### src/rtl/tmds_serializer_multi.sv
// Multi-lane TMDS parallel-to-serial converter with a free-running word phase, valid/ready loading and idle-word underflow fill.
// Optional saturating underflow counter is enabled by defining SERIALIZER_UNDERFLOW_CNT_EN.
module tmds_serializer_multi #(
    parameter int              CHANNELS     = 3,
    parameter int              WIDTH        = 10,
    parameter int              BITS_PER_CLK = 1,
    parameter logic [WIDTH-1:0] IDLE_WORD   = 10'h354
) (
    input  logic                             clk,
    input  logic                             rst,
`ifdef SERIALIZER_UNDERFLOW_CNT_EN
    input  logic                             underflow_clr,
    output logic [15:0]                      underflow_count,
`endif
    input  logic                             in_valid,
    output logic                             in_ready,
    input  logic [CHANNELS*WIDTH-1:0]        data_in,
    output logic [CHANNELS*BITS_PER_CLK-1:0] serial_out,
    output logic                             word_start,
    output logic                             underflow
);

    localparam int SHIFTS = WIDTH / BITS_PER_CLK;
    localparam int PH_W   = (SHIFTS > 1) ? $clog2(SHIFTS) : 1;
    localparam logic [PH_W-1:0] LAST_PHASE = PH_W'(SHIFTS - 1);

    generate
        if ((BITS_PER_CLK != 1 && BITS_PER_CLK != 2) || (WIDTH % BITS_PER_CLK != 0)) begin : g_param_check
            $error("tmds_serializer_multi: BITS_PER_CLK must be 1 or 2 and divide WIDTH");
        end
    endgenerate

    logic [PH_W-1:0]  phase;
    logic [WIDTH-1:0] lane_sr [CHANNELS];
    logic             load;

    assign load     = (phase == LAST_PHASE);
    assign in_ready = load;

    always_ff @(posedge clk or posedge rst) begin
        if (rst) begin
            phase      <= LAST_PHASE;
            word_start <= 1'b0;
            underflow  <= 1'b0;
            for (int c = 0; c < CHANNELS; c++) begin
                lane_sr[c] <= '0;
            end
        end else begin
            word_start <= load;
            underflow  <= load && !in_valid;
            if (load) begin
                phase <= '0;
            end else begin
                phase <= phase + 1'b1;
            end
            // All lanes load together from one handshake so they can never skew.
            for (int c = 0; c < CHANNELS; c++) begin
                if (load) begin
                    lane_sr[c] <= in_valid ? data_in[c*WIDTH +: WIDTH] : IDLE_WORD;
                end else begin
                    lane_sr[c] <= lane_sr[c] >> BITS_PER_CLK;
                end
            end
        end
    end

    // LSB first: group bit 0 is the earlier bit when two bits leave per clock.
    generate
        for (genvar c = 0; c < CHANNELS; c++) begin : g_lane_out
            assign serial_out[c*BITS_PER_CLK +: BITS_PER_CLK] = lane_sr[c][BITS_PER_CLK-1:0];
        end
    endgenerate

`ifdef SERIALIZER_UNDERFLOW_CNT_EN
    always_ff @(posedge clk or posedge rst) begin
        if (rst) begin
            underflow_count <= '0;
        end else if (underflow_clr) begin
            underflow_count <= '0;
        end else if (load && !in_valid && (underflow_count != 16'hFFFF)) begin
            underflow_count <= underflow_count + 16'd1;
        end
    end
`endif

endmodule

### config.mk
export PLATFORM = sky130hd
export DESIGN_NAME = tmds_serializer_multi
export DESIGN_NICKNAME = d
export VERILOG_FILES = /design/src/rtl/tmds_serializer_multi.sv
export SDC_FILE = /design/constraint.sdc
export NUM_CORES = 1
export LEC_CHECK = 0
export BUFFER_PORTS_ARGS = -buffer_cell sky130_fd_sc_hd__buf_4
export CAP_MARGIN = 20
export CORE_ASPECT_RATIO = 1.2
export CORE_MARGIN = 1.5
export CORE_UTILIZATION = 46
export CTS_BUF_LIST = sky130_fd_sc_hd__clkbuf_4 sky130_fd_sc_hd__clkbuf_8 sky130_fd_sc_hd__clkbuf_16
export CTS_CLUSTER_DIAMETER = 200
export CTS_CLUSTER_SIZE = 16
export DETAILED_ROUTE_END_ITERATION = 10
export GPL_ROUTABILITY_DRIVEN = 0
export PLACE_DENSITY_LB_ADDON = 0.15
export SLEW_MARGIN = 20
export SYNTH_ARGS = -nofsm -noshare
export SYNTH_HDL_FRONTEND = slang
export SYNTH_SLANG_ARGS = --single-unit
### constraint.sdc
create_clock -name clk -period 1.3 [get_ports clk]
set_clock_uncertainty 0.15 [all_clocks]
set_input_delay 0.26 -clock clk [delete_from_list [all_inputs] [get_ports clk]]
set_output_delay 0.26 -clock clk [all_outputs]
set_load 0.005 [all_outputs]
Word-level counts from Yosys, hierarchy flattened. Index checks and enable logic that the tools add are counted.

Register bits after elaboration: 36. Input bits: 33. Output and inout bits: 6. Logic and storage cells: 17.

Add/sub/neg operators: 1. Equality and inequality tests: 1. Multiplexer cells: 7. Reduce and logical (&&, ||, !) cells: 2.

Operators with widths (number): two-way mux 10 bit (6); adder 4 x 1 -> 4 bit, second input constant (1); equality test 4 bit, second input constant (1); two-way mux 4 bit (1); logical AND 1 bit (1); zero test 1 bit (1).

Depth between registers and ports, before layout. Gate-level depths: netlist of run 1.

Depth in word-level cells: 2. Depth in mapped cells: 5. Gate-level depth less buffers: 3.

Least setup slack after synthesis of run 1. No wires, ideal clock.

Kind: register -> output. Start: register phase[3]. End: output in_ready. Arrival: 0.950 ns. Data required time: 0.890 ns. Setup slack: -0.060 ns. Cell stages (with the launch flop): 4. Path buffers: 1. Path through: dfstp_2 > nand4bb_4 > buf_2 > inv_1.

Cells in the longest elaborated chain, start to end: 1.

RTL lines: start, declared (RTL line 33) `logic [PH_W-1:0] phase;`; start signal, assigned (RTL line 54) `phase <= phase + 1'b1;`; equality test 4 bit (RTL line 37) `assign load = (phase == LAST_PHASE);`; end, declared (RTL line 16) `output logic in_ready,`.

No other way between the ends.

Worst setup path in the final report of run 1. Same ends and word-level chain as after synthesis.

==> metrics.md, run 1 <==
| Metric | Value |
|---|---|
| CTS HTree Levels | `2` |
| Die area | `roughly 3600 sq um` |
| Total Routing Usage GR | `0.190` |
| TritonCTS clock tree | `done` |
| Total core area | `roughly 3100 sq um` |
| DR pass1 iterations | `4` |
| CP Cell Sequence | `nand4bb_4 -> inv_2 -> buf_6` |
| Largest net degree at the start of global routing | `37` |
| Synth area leader | `dfrtp_1` |
| NumNets Final | `between 200 and 250` |
| Worst Setup Start Kind | `register` |
| Yosys Warn Count | `0` |
| Post-synth top area share | `0.578` |
| Failing checks | `setup timing` |
| Clock Path Buffers | `2` |
| Final Hold Fails | `0` |
| Final Max Tran Viols | `0` |
| Share of cells above drive strength 1 | `0.346` |
| Critical setup path kind | `reg -> out` |
| Comb pwr share | `0.100` |
| Measured slew at the worst slew-check pin | `0.295 ns` |
| First-pass GRT wire length | `4690 microns` |
| Syn Area/Cell | `9.88 sq um` |
| PwrDens | `958 nW/um^2` |
| Outcome | `finished with violations` |
| Switching pwr | `0.438 mW` |
| Row count | `22` |
| Sequential fraction of design power | `0.567` |
| DR iter-0 viols | `26` |
| Initial antenna violation count | `0` |
| Post-synthesis cell area | `around 1500 sq um` |
| Clock Power Share | `0.334` |
| Clk pin slew, worst setup/hold paths | `0.10 ns` |
| Setup TNS | `-5.91 ns` |
| Int Power | `1.56 mW` |
| Worst path required time | `0.89 ns` |
| Setup WS post-layout | `-0.305 ns` |
| Mapped Cells | `149` |
| RSZ-0062 raised after global routing | `yes` |
| Buffers on Ports | `38` |
| GRT overflow | `0` |
| Vias/cell | `4.77` |
| Crit path arrival time | `1.20 ns` |
| Final setup viols | `33` |
| Crit Path Max Fanout | `2` |
| CTS Root Cell | `clkbuf_4` |
| Remaining antenna violation count | `0` |
| Sw frac | `0.219` |
| Vias in the first global route | `1103` |
| Clock buffer count from CTS | `5` |
| Worst Hold Class | `in -> reg` |
| CP Capture Type | `primary output` |
| VDD IR-drop max | `roughly 0.80 mV` |
| Final min period | `1.61 ns` |
| Critical-path top delay cell | `dfstp_2` |
| Routed wire length | `3040 microns` |
| Yosys cell types | `20` |
| Via count | `between 1000 and 1500` |
| Max Cap Viol | `0` |
| Total power | `2.00 mW` |
| Routed len/inst | `between 10 and 15 microns` |
| Chip width | `54.7 microns` |
| HPWL Detailed | `between 1500 and 2000 microns` |
| Clock sinks | `36` |
| Rel. slew slack | `0.804` |
| #FFs+latches synth | `36` |
| Syn nets | `182` |
| DRC Markers | `0` |
| Clock latency on the worst-skew pair | `0.34 ns` |
| Top cells by area, synth | `dfrtp_1 (58%), nand2_1 (11%), o21ai_0 (6.5%), nor2b_1 (5.1%), dfstp_2 (3.6%)` |
| Fmax | `623 MHz` |
| # fillers | `roughly 250` |
| P&R area growth vs syn | `41.5%` |
| Die H | `about 65 microns` |
| Ports | `39` |
| Final period utilization | `1.23` |
| Slowest Stage Delay on Critical Path | `0.57 ns` |
| Sequential area share after synthesis | `0.613` |
| Leak pwr | `between 1 and 1.5 nW` |
| Initial Utilization | `0.482` |
| Antenna Cells | `0` |
## cell type report
type | count | area [sq um] | share of cell area
Sequential cell | 36 | 903 | 0.433
Timing Repair Buffer | 60 | 551 | 0.264
Multi-Input combinational cell | 94 | 493 | 0.236
Clock buffer | 8 | 66.3 | 0.0318
Tap cell | 36 | 45.0 | 0.0216
Inverter | 7 | 26.3 | 0.0126
## registers in the layout (all words and copies together), names as in the netlist
name / cells
lane_sr: 27
phase: 4
serial_out: 3
underflow: 1
word_start: 1
## cell usage in the layout, fill, tap and decap left out
cell,Yosys,layout
nand2_1,43,41
buf_4,3,41
dfrtp_1,34,34
o21ai_1,10,19
nor2b_1,12,12
dlygate4sd3_1,0,9
o21ai_0,19,7
clkbuf_4,0,7
inv_1,7,6
buf_6,2,6
o21ai_2,0,3
buf_12,0,3
nand2_2,0,2
a21oi_2,0,2
dfstp_2,2,2
nand4bb_4,1,1
xnor2_1,1,1
nand2b_1,1,1
nand3_1,1,1
inv_2,0,1
nor2_2,0,1
a21oi_1,3,1
mux2i_1,1,1
a22o_1,1,1
clkbuf_8,0,1
clkbuf_16,0,1
## stage by stage
| step | hold WS (ns) | setup slack (ns) | cells | cell area [sq um] | utilization |
|---|---|---|---|---|---|
| finish | 0.00909 | -0.305 | 241 | 2080 | 0.682 |
| global placement | 0.181 | -0.0170 | 219 | 1810 | 0.593 |
| floorplan | 0.236 | -0.0443 | 149 | 1480 | - |
| CTS | 0.00307 | -0.327 | 234 | 1960 | 0.640 |
| global route | 0.00429 | -0.376 | 241 | 2080 | 0.682 |
| detailed placement | 0.180 | -0.0358 | 219 | 1810 | 0.593 |
## worst paths after layout
kind / start / endpoint / slack, ns / cells after the start
setup / recovery: phase[3] / in_ready / -0.31 / 3
hold / removal: data_in[2] / lane_sr[22] / 0.009 / 3
setup reg to reg: phase[3] / lane_sr[2] / -0.21 / 6
hold reg to reg: lane_sr[16] / lane_sr[15] / 0.32 / 2
max in group asynchronous: rst / phase[3] / 0.39 / 4
min in group asynchronous: rst / word_start / 0.36 / 4
## kinds of logic (layout without fill, tap and decap cells)
group	count (synthesis)	in the layout	share of synthesized area
xor gates and xnor gates	1	1	0.00595
AOI/OAI and AO/OA	33	33	0.115
DFF	36	36	0.613
buffers and inverters	19	75	0.0697
muxes	1	1	0.00680
and+or+nand+nor	59	59	0.189
## what timing repair did
| action | in CTS | in global routing |
|---|---|---|
| gates cloned | 0 | 2 |
| setup buffers | 1 | 2 |
| gates resized for setup | 8 | 21 |
| hold buffers | 6 | 3 |
| hold endpoints to repair | 39 | 3 |
| pin swaps | 1 | 2 |
| setup endpoints to repair | 23 | 34 |
## Yosys cell counts (all sizes together)
| cell | number |
|---|---|
| buf | 8 |
| nand2b | 1 |
| nand2 | 43 |
| dfstp | 2 |
| nand4bb | 1 |
| a21oi | 3 |
| a22o | 1 |
| nand3 | 1 |
| dfrtp | 34 |
| clkbuf | 4 |
| xnor2 | 1 |
| nor2b | 12 |
| mux2i | 1 |
| o21ai | 29 |
| nor2 | 1 |
| inv | 7 |
## metal layers
metal	part of all wire	GRT usage	routed length (microns)	vias up
met4	0.019	0.122	58	0
met2	0.52	0.313	1580	24
met1	0.42	0.207	1280	543
met3	0.039	0.0484	119	4
met5	0	0	0	-
li1	-	-	-	578
## worst max-delay path, delay by kind of cell, from the launching register on
family / cells / cell delay, ns
buffers and inverters: 2 / 0.17
flip-flops: 1 / 0.57
AND/OR/NAND/NOR: 1 / 0.12
## power by group through the flow
stage	sequential, mW	combinational (mW)	clock, mW
floorplan	1.15	0.0754	0
global placement	1.15	0.168	0
detailed placement	1.15	0.173	0
CTS	1.13	0.189	0.688
global route	1.13	0.222	0.742
finish	1.13	0.199	0.666
Note: power is estimated with default switching activity, not from simulation.
==> run 2, diff against run 1 <==
Settings changed: ABC_AREA set to 1, CORE_UTILIZATION 46 to 47.
==> metrics.md, run 2 <==
| Metric | Value |
|---|---|
| Outcome | `finished with violations (unchanged)` |
| Failing checks | `DRC, setup timing (was setup timing)` |
| CP Cell Sequence | `inv_2 -> nor2_4 -> nand2_4 -> inv_2 -> buf_6 (was nand4bb_4 -> inv_2 -> buf_6)` |
| Total power | `2.19 mW (was 2.00 mW)` |
| Cell count of the worst reg-to-reg path | `6 (unchanged)` |
| Syn nets | `228 (was 182)` |
| Most frequent cells in the layout | `nand2_1 (85), buf_4 (47), dfrtp_1 (34) (was nand2_1 (41), buf_4 (41), dfrtp_1 (34))` |
| Share of cells above drive strength 1 | `0.300 (was 0.346)` |
| Clock buffer count from CTS | `5 (unchanged)` |
| Rel. slew slack | `0.788 (was 0.804)` |
| Final Max Tran Viols | `0 (unchanged)` |
| Total core area | `3400 sq um (was 3060 sq um)` |
| Hold path depth | `3 (unchanged)` |
| Vias/cell | `4.72 (was 4.77)` |
| Setup WS post-layout | `-0.332 ns (was -0.305 ns)` |
| Largest net degree at the start of global routing | `32 (was 37)` |
| Sequential area share after synthesis | `0.536 (was 0.613)` |
| Reg2Reg Setup Slack | `-0.18 ns (was -0.21 ns)` |
| Die area | `3960 sq um (was 3550 sq um)` |
| Total Routing Usage GR | `0.193 (was 0.190)` |
| Register area | `903 sq um (unchanged)` |
| Max Cap Viol | `0 (unchanged)` |
| Buf/Inv on CP | `3 (was 2)` |
| Top cells by area, synth | `dfrtp_1 (50%), nand2_1 (19%), nand3b_1 (6.7%), inv_1 (4.2%), nand3_1 (3.9%) (was dfrtp_1 (58%), nand2_1 (11%), o21ai_0 (6.5%), nor2b_1 (5.1%), dfstp_2 (3.6%))` |
| Post-synthesis cell area | `1690 sq um (was 1470 sq um)` |
| Design Area, Final | `2190 sq um (was 2080 sq um)` |
| Ports | `39 (unchanged)` |
| Mapped Cells | `195 (was 149)` |
| Most frequent CP cell | `inv_2` |
| Crit path depth | `5 (was 3)` |
| Chip width | `57.7 microns (was 54.7 microns)` |
| Yosys Warn Count | `0 (unchanged)` |
| Remaining antenna violation count | `0 (unchanged)` |
| Vias in the first global route | `1304 (was 1103)` |
| TritonCTS clock tree | `done (unchanged)` |
| Most frequent cells after synthesis | `nand2_1 (86), dfrtp_1 (34), inv_1 (19) (was nand2_1 (43), dfrtp_1 (34), o21ai_0 (19))` |
| P&R area growth vs syn | `29.7% (was 41.5%)` |
| Fmax | `613 MHz (was 623 MHz)` |
| Syn Area/Cell | `8.65 sq um (was 9.88 sq um)` |
| Routed wire length | `3380 microns (was 3040 microns)` |
| Via count | `1321 (was 1149)` |
| Initial Utilization | `0.497 (was 0.482)` |
| EDFF count, synth | `0 (unchanged)` |
| CP top delay family | `flip-flops (unchanged)` |
| Synth Flop Type | `dfrtp_1 (unchanged)` |
| Slowest Stage Delay on Critical Path | `0.55 ns (was 0.57 ns)` |
| NumNets Final | `275 (was 237)` |
| Worst Hold Class | `in -> reg (unchanged)` |
| Clock sinks | `36 (unchanged)` |
| Multi-input logic area | `588 sq um (was 493 sq um)` |
| GRT overflow | `0 (unchanged)` |
| Crit path arrival time | `1.22 ns (was 1.20 ns)` |
| VDD IR-drop max | `0.686 mV (was 0.798 mV)` |
| Crit Path Max Fanout | `3 (was 2)` |
| Commonest non-fill, non-tap cell in the layout | `nand2_1` |
| Count leader, synth | `nand2_1 (unchanged)` |
| Most flop-heavy register | `lane_sr (unchanged)` |
| Leak pwr | `1.27 nW (was 1.03 nW)` |
| Synth area leader | `dfrtp_1 (unchanged)` |
| Critical setup path kind | `reg -> out (unchanged)` |
| Dpl cell area | `2000 sq um (was 1810 sq um)` |
| First-pass GRT wire length | `5680 microns (was 4690 microns)` |
| Final period utilization | `1.26 (was 1.23)` |
| Final min period | `1.63 ns (was 1.61 ns)` |
| Initial antenna violation count | `0 (unchanged)` |
| Buffers on Ports | `38 (unchanged)` |
| DR pass1 iterations | `7 (was 4)` |
| Die H | `68.6 microns (was 65.0 microns)` |
| Clock Path Buffers | `2 (unchanged)` |
| Clk pin slew, worst setup/hold paths | `0.07 ns (was 0.10 ns)` |
| Antenna Cells | `0 (unchanged)` |
| CTS Root Cell | `clkbuf_8 (was clkbuf_4)` |
| DR iter-0 viols | `59 (was 26)` |
| PwrDens | `1000 nW/um^2 (was 958 nW/um^2)` |
| HPWL Detailed | `2110 microns (was 1840 microns)` |
| Routed len/inst | `12.1 microns (was 12.6 microns)` |
| Post-synth top area share | `0.504 (was 0.578)` |
| CTS HTree Levels | `2 (unchanged)` |
| Yosys cell types | `19 (was 20)` |
| Worst Setup Start Kind | `register (unchanged)` |
| Critical-path top delay cell | `dfstp_2 (unchanged)` |
| Clock latency on the worst-skew pair | `0.29 ns (was 0.34 ns)` |
| #FFs+latches synth | `36 (unchanged)` |
| # fillers | `291 (was 248)` |
| DRC Markers | `6 (was 0)` |
| Row count | `23 (was 22)` |
| Final Hold Fails | `0 (unchanged)` |
| Measured slew at the worst slew-check pin | `0.318 ns (was 0.295 ns)` |
| RSZ-0062 raised after global routing | `yes (unchanged)` |
| Max reg flops | `27 (unchanged)` |
| CP Capture Type | `primary output (unchanged)` |
| Worst path required time | `0.89 ns (about the same)` |
| Final setup viols | `29 (was 33)` |
| Synth async-reset ratio | `1.00 (unchanged)` |
## run 2: through the flow
step / cells / worst slack (ns) / TNS, ns / hold slack [ns] / utilization
after floorplan: 195 / -0.155 / -1.20 / 0.248 / -
final: 280 / -0.332 / -2.97 / 0.0652 / 0.644
after CTS: 278 / -0.364 / -3.33 / 0.0564 / 0.639
after global routing: 280 / -0.379 / -4.50 / 0.0654 / 0.644
after global placement: 266 / -0.0263 / -0.322 / 0.164 / 0.588
after detailed placement: 266 / -0.0488 / -0.837 / 0.174 / 0.588
## run 2: cell families (layout without fill, tap and decap cells)
group / count (synthesis) / count (layout) / synth area share
simple gates: 120 / 120 / 0.323
xor+xnor: 1 / 1 / 0.00519
flops: 36 / 36 / 0.536
compound gates: 4 / 4 / 0.0185
buf+inv: 34 / 82 / 0.117
## run 2: what timing repair did
action / CTS / global route
buffers inserted: 2 / 2
pin swaps: 1 / 2
setup endpoints to repair: 30 / 33
gates resized for setup: 5 / 1
hold buffers: 1 / 0
endpoints found under the hold margin: 34 / 0
gates cloned: 1 / 0
## run 2: layout make-up
cell class                 count  area share
clock buffer                   8      0.0446
sequential                    36       0.413
multi-input combinational    125       0.269
inverter                      20      0.0343
tap                           37      0.0212
timing repair buffer          54       0.218
## run 2: path summary, 6_finish.rpt
check                           start     endpoint
min in group asynchronous         rst    underflow
min                        data_in[9]  lane_sr[29]
max reg2reg                  phase[0]  lane_sr[27]
max                          phase[0]     in_ready
max in group asynchronous         rst     phase[3]
min reg2reg                lane_sr[9]   lane_sr[8]
## run 2: per-layer routing
metal | wire length, microns | share of wire | global-route usage
met1 | 1430 | 0.42 | 0.214
met2 | 1700 | 0.50 | 0.337
met5 | 0 | 0 | 0
met3 | 191 | 0.056 | 0.0634
met4 | 61 | 0.018 | 0.0872
## run 2: report_power, final
part	internal (mW)	switching, mW	leakage, nW
Clock	0.473	0.374	0.0523
Combinational	0.119	0.0892	0.723
Sequential	1.13	0.00110	0.495
## run 2: worst reg2reg max path, cell delays in order, from the launching register on
cell,delay (ns)
dfstp_2,0.55
inv_2,0.05
nor2_4,0.11
buf_4,0.17
bufbuf_16,0.26
nand3b_1,0.08
nand2_1,0.07
